$ cat src/rtl/uart_rx.sv
// uart_rx: oversampling UART receiver (start/data/parity/stop deframing).
// Optional build macro UART_RX_MAJORITY_EN: each bit is the majority of three
// samples around the bit centre instead of a single centre sample.
module uart_rx #(
  parameter int unsigned OSR      = 16,
  parameter int unsigned SYNC_LEN = 2
) (
  input  logic       clk,
  input  logic       rst,
  input  logic       pls_rx,
  input  logic       uart_rxd,
  input  logic       parity_en,
  input  logic       parity_even,
  input  logic [3:0] data_len,
  input  logic [1:0] stop_len,
  output logic [7:0] data_rx,
  output logic       vld_rx,
  output logic       err_parity,
  output logic       err_frame,
  output logic       busy_rx
);

  localparam int unsigned CW = (OSR > 1) ? $clog2(OSR) : 1;
  localparam logic [CW-1:0] START_CTR = CW'(OSR / 2 - 1);
  localparam logic [CW-1:0] BIT_CTR   = CW'(OSR - 1);

  typedef enum logic [2:0] {
    S_IDLE,
    S_START,
    S_DATA,
    S_PARITY,
    S_STOP
  } state_t;

  state_t            state_q;
  logic [SYNC_LEN-1:0] sync_q;
  logic              rxd_s;
  logic [CW-1:0]     cnt_q;
  logic [2:0]        bidx_q;
  logic              stop_idx_q;
  logic [7:0]        data_q;
  logic              perr_q;
  logic              ferr_q;
  logic              armed_q;
  logic [2:0]        len_m1_q;
  logic              par_en_q;
  logic              par_even_q;
  logic              stop2_q;

  logic [CW-1:0]     centre_c;
  logic              at_centre_c;
  logic              bit_evt_c;
  logic              bit_val_c;
  logic              ferr_fin_c;

  // Line synchroniser; idles high so reset does not look like a start bit
  always_ff @(posedge clk) begin
    if (rst) sync_q <= '1;
    else     sync_q <= {sync_q[SYNC_LEN-2:0], uart_rxd};
  end

  assign rxd_s = sync_q[SYNC_LEN-1];

  // Bit-centre detection for the current state
  always_comb begin
    centre_c    = (state_q == S_START) ? START_CTR : BIT_CTR;
    at_centre_c = pls_rx && (state_q != S_IDLE) && (cnt_q == centre_c);
  end

`ifdef UART_RX_MAJORITY_EN
  logic s0_q;
  logic s1_q;
  logic pend_q;

  // Capture centre-1 and centre samples; the vote completes on the following tick
  always_ff @(posedge clk) begin
    if (rst) begin
      s0_q   <= 1'b1;
      s1_q   <= 1'b1;
      pend_q <= 1'b0;
    end else if (pls_rx && state_q != S_IDLE) begin
      if (cnt_q == CW'(centre_c - CW'(1))) s0_q <= rxd_s;
      if (at_centre_c) begin
        s1_q   <= rxd_s;
        pend_q <= 1'b1;
      end else begin
        pend_q <= 1'b0;
      end
    end
  end

  // Majority of centre-1, centre, centre+1
  always_comb begin
    bit_evt_c = pls_rx && pend_q;
    bit_val_c = (s0_q & s1_q) | (s0_q & rxd_s) | (s1_q & rxd_s);
  end
`else
  // Single centre sample
  always_comb begin
    bit_evt_c = at_centre_c;
    bit_val_c = rxd_s;
  end
`endif

  assign ferr_fin_c = ferr_q | ~bit_val_c;

  // Receive FSM with registered outputs
  always_ff @(posedge clk) begin
    if (rst) begin
      state_q    <= S_IDLE;
      cnt_q      <= '0;
      bidx_q     <= '0;
      stop_idx_q <= 1'b0;
      data_q     <= '0;
      perr_q     <= 1'b0;
      ferr_q     <= 1'b0;
      armed_q    <= 1'b1;
      len_m1_q   <= 3'd7;
      par_en_q   <= 1'b0;
      par_even_q <= 1'b0;
      stop2_q    <= 1'b0;
      data_rx    <= '0;
      vld_rx     <= 1'b0;
      err_parity <= 1'b0;
      err_frame  <= 1'b0;
      busy_rx    <= 1'b0;
    end else begin
      vld_rx <= 1'b0;
      case (state_q)
        S_IDLE: begin
          if (!armed_q) begin
            if (rxd_s) armed_q <= 1'b1;
          end else if (!rxd_s) begin
            state_q    <= S_START;
            cnt_q      <= '0;
            bidx_q     <= '0;
            stop_idx_q <= 1'b0;
            data_q     <= '0;
            perr_q     <= 1'b0;
            ferr_q     <= 1'b0;
            busy_rx    <= 1'b1;
            len_m1_q   <= (data_len >= 4'd5 && data_len <= 4'd8) ? 3'(data_len - 4'd1) : 3'd7;
            par_en_q   <= parity_en;
            par_even_q <= parity_even;
            stop2_q    <= (stop_len >= 2'd2);
          end
        end
        default: begin
          if (pls_rx) cnt_q <= (cnt_q == centre_c) ? '0 : CW'(cnt_q + CW'(1));
          if (bit_evt_c) begin
            case (state_q)
              S_START: begin
                if (bit_val_c) begin
                  state_q <= S_IDLE;
                  busy_rx <= 1'b0;
                end else begin
                  state_q <= S_DATA;
                end
              end
              S_DATA: begin
                data_q[bidx_q] <= bit_val_c;
                if (bidx_q == len_m1_q) state_q <= par_en_q ? S_PARITY : S_STOP;
                else                    bidx_q  <= bidx_q + 3'd1;
              end
              S_PARITY: begin
                perr_q  <= ((^data_q) ^ bit_val_c) != !par_even_q;
                state_q <= S_STOP;
              end
              S_STOP: begin
                if (stop_idx_q == stop2_q) begin
                  vld_rx     <= 1'b1;
                  data_rx    <= data_q;
                  err_parity <= perr_q;
                  err_frame  <= ferr_fin_c;
                  armed_q    <= ~ferr_fin_c;
                  busy_rx    <= 1'b0;
                  state_q    <= S_IDLE;
                end else begin
                  stop_idx_q <= 1'b1;
                  ferr_q     <= ferr_fin_c;
                end
              end
              default: begin
                state_q <= S_IDLE;
                busy_rx <= 1'b0;
              end
            endcase
          end
        end
      endcase
    end
  end

endmodule

$ cat config.mk
export PLATFORM = sky130hd
export DESIGN_NAME = uart_rx
export DESIGN_NICKNAME = d
export VERILOG_FILES = /design/src/rtl/uart_rx.sv
export SDC_FILE = /design/constraint.sdc
export NUM_CORES = 1
export LEC_CHECK = 0
export ABC_AREA = 1
export CORE_MARGIN = 2
export CORE_UTILIZATION = 30
export DETAILED_ROUTE_END_ITERATION = 8
export GPL_TIMING_DRIVEN = 1
export PLACE_DENSITY_LB_ADDON = 0.12
export SYNTH_ARGS = -nofsm -noshare
export SYNTH_HDL_FRONTEND = slang
export SYNTH_SLANG_ARGS = --single-unit
$ cat constraint.sdc
create_clock -name clk -period 4.4 [get_ports clk]
set_clock_uncertainty 0.05 [all_clocks]
set_input_delay 0.66 -clock clk [delete_from_list [all_inputs] [get_ports clk]]
set_output_delay 0.66 -clock clk [all_outputs]
set_load 0.02 [all_outputs]
==> reports/summary.txt <==
DRT Pass-1 Iters - 4
Antenna viol nets, final - 0
Number of max-cap violations - 0
Synth warnings - 0
Hold buffers post-CTS - 0
Clock group share of total power - 0.210
Synth Area per Inst - 6.89 µm²
Synthesis-to-finish area growth - 17.4%
Clk root buf - clkbuf_8
RR Startpoint - state_q[0]
Max H-tree Level - 2
Grt ovf - 0
Final Critical Period - 2.08 ns
DR vias/cell - 4.63
CP delay by family, top - simple AND/OR/NAND/NOR gates
Core area - 0.00729 mm²
# setup viols final - 0
Setup tns final - 0 ns
Arrival @ worst endpoint - 2.21 ns
Routability congestion estimate - 0.836
Worst slew pin tran - 0.546 ns
Sequential share of the synthesized area - 0.370
Routed WL per cell - 11.9 µm
I/O pin cnt - 24
Crit path capture type - flop
Drt initial violations - 107
Chip height - 91.1 µm
Mapped Cells - 330
VDD IR-drop max - 0.000183 V
CP max-delay cell - clkdlybuf4s50_1
CTS buffer count - 5
Initial antenna violation count - 0
Top post-synthesis cells by area - dfxtp_1, nand2_1, a21oi_1
Flop pwr share - 0.320
Max stage delay on crit path - 0.50 ns
DIE WIDTH - 91.1 µm
Std-Cell Rows - 31
Mapped Area - 0.00227 mm²
Cell Pwr Density - 548 mW/mm²
Min-delay worst type - flop to flop
Synth async-reset ratio - 0
Share of the synthesized area in the top cell type - 0.370
Post-DP HPWL - 3790 µm
Switching Share - 0.459
Count of cell types in the netlist - 33
Top FF cell, synth - dfxtp_1
FF+latch count, synth - 42
Critical path type - input pin to flop
Clock tree from TritonCTS - done
Final hold vios - 0
Post-CTS setup buffer count - 0
CTS Buffer Depth - 2
Share of cells above drive strength 1 - 0.0855
Largest net degree at the start of global routing - 31
Syn Nets - 346
# diodes - 0
Outcome - complete, no violations
Worst path required time - 4.53 ns
WP buf/inv - 2
Sink Count - 42
Post-layout power - 1460 µW
Slew headroom - 0.635
Net count, final - 366
Max FO, Critical Path - 13
Critical path launch point - pls_rx
Max Fclk - 0.481 GHz
First-pass GRT wire length - 9090 µm
CP Launch Type - input pin
Drt total wl - 5360 µm
Routed vias - 2085
Total GRT Usage - 0.135
Slew Viols, Final - 0
EDFF count, synth - 0
Worst-skew pair later-pin latency - 0.29 ns
Switch Pwr - 671 µW
Vias in the first global route - 1933
Reg clk slew, reported paths - 0.08 ns
IO Port Bufs - 22
RSZ-0062 raised after global routing - false
Die area - 0.00829 mm²
Hold_sp - sync_q[0]
Leak - 0.00116 µW
CP cell instances - clkdlybuf4s50_1 -> nand2_4 -> nor2_4 -> nand2_4 -> nor2_1 -> nand2_2 -> inv_4 -> nand2_1 -> o21ai_1 -> nand2_1
Drc violations - 0
Fillers - 825
Initial Utilization - 0.312
Leading area contributor after synthesis - dfxtp_1
Final cycle utilization of the critical path - 0.472
Comb power frac - 0.470
Internal power - 791 µW
CTS resizes - 0
==> logic make-up (layout without fill, tap and decap cells) <==
logic type | Yosys count | count (layout) | synth area share
AOI/OAI and AO/OA | 46 | 46 | 0.115
xor gates and xnor gates | 6 | 6 | 0.0231
adders and majority gates | 4 | 4 | 0.0220
buffers and inverters | 46 | 67 | 0.0892
DFF | 42 | 42 | 0.370
and+or+nand+nor | 186 | 186 | 0.381
==> cell usage after synthesis, types with 4 or more instances <==
cell,instances
a21oi_1,32
ha_1,4
xor2_1,4
nand4_1,18
or2_2,4
nor2_1,27
nor2_2,4
nand3_1,23
dfxtp_1,42
clkbuf_1,5
o21ai_0,4
inv_1,33
nand2_1,97
==> path summary, 6_finish.rpt <==
| check | endpoint | slack, ns | cells after the start |
|---|---|---|---|
| max reg2reg | armed_q | 2.39 | 11 |
| min reg2reg | sync_q[1] | 0.37 | 1 |
| max | armed_q | 2.32 | 10 |
| min | sync_q[1] | 0.37 | 1 |
==> stage by stage <==
| step | cells | hold WS [ns] | util | instance area, µm² | setup slack, ns |
|---|---|---|---|---|---|
| 3_3_place_gp | 442 | 0.344 | 0.351 | 2560 | 2.01 |
| 5_1_grt | 450 | 0.388 | 0.366 | 2670 | 2.17 |
| 4_1_cts | 450 | 0.374 | 0.366 | 2670 | 2.32 |
| 2_1_floorplan | 330 | 0.339 | - | 2270 | 2.87 |
| 6_report | 450 | 0.369 | 0.366 | 2670 | 2.32 |
| 3_5_place_dp | 442 | 0.348 | 0.351 | 2560 | 2.00 |
==> worst reg2reg max path: stages, from the launching register on <==
cell,delay (ns)
dfxtp_1,0.54
nor2_4,0.09
nand2_8,0.16
nand2_4,0.08
nor2_4,0.11
nand2_4,0.09
nor2_1,0.12
nand2_2,0.20
inv_4,0.19
nand2_1,0.11
o21ai_1,0.09
nand2_1,0.06
==> flip-flops by register name (all words and copies together) (netlist names), 2 cells and up <==
name      cells
data_q        8
bidx_q        3
len_m1_q      3
cnt_q         4
data_rx       8
state_q       3
sync_q        2
==> power groups by stage <==
stage               sequential [µW]  clock (µW)  combinational [µW]
CTS                             467         318                 688
floorplan                       457           0                 585
global placement                476           0                 685
detailed placement              476           0                 685
global route                    473         334                 784
finish                          467         307                 687
==> area by class of cell <==
cell class	instances	area (µm²)	share of cell area
multi-input combinational	242	1230	0.461
sequential	42	841	0.315
clock buffer	5	68.8	0.0258
timing repair buffer	23	228	0.0853
tap	99	124	0.0464
clock inverter	3	40.0	0.0150
inverter	36	138	0.0516
==> per-layer routing <==
metal,track usage,share of wire
met3,0.0274,0.036
met4,0.0429,0.0052
met2,0.220,0.45
met1,0.180,0.51
met5,0,0
==> cells in the final DEF, fill, tap and decap left out, drive strengths merged, types with 2 or more instances in the layout <==
cell and count:
a21oi 33, a41oi 2, clkbuf 5, clkdlybuf4s50 22, clkinv 2, dfxtp 42
ha 4, inv 36, nand2 102, nand3 25, nand3b 2, nand4 18
nor2 33, nor3 2, o21ai 6, o21bai 2, or2 4, xnor2 2
xor2 4
Note: power is estimated with default switching activity, not from simulation.
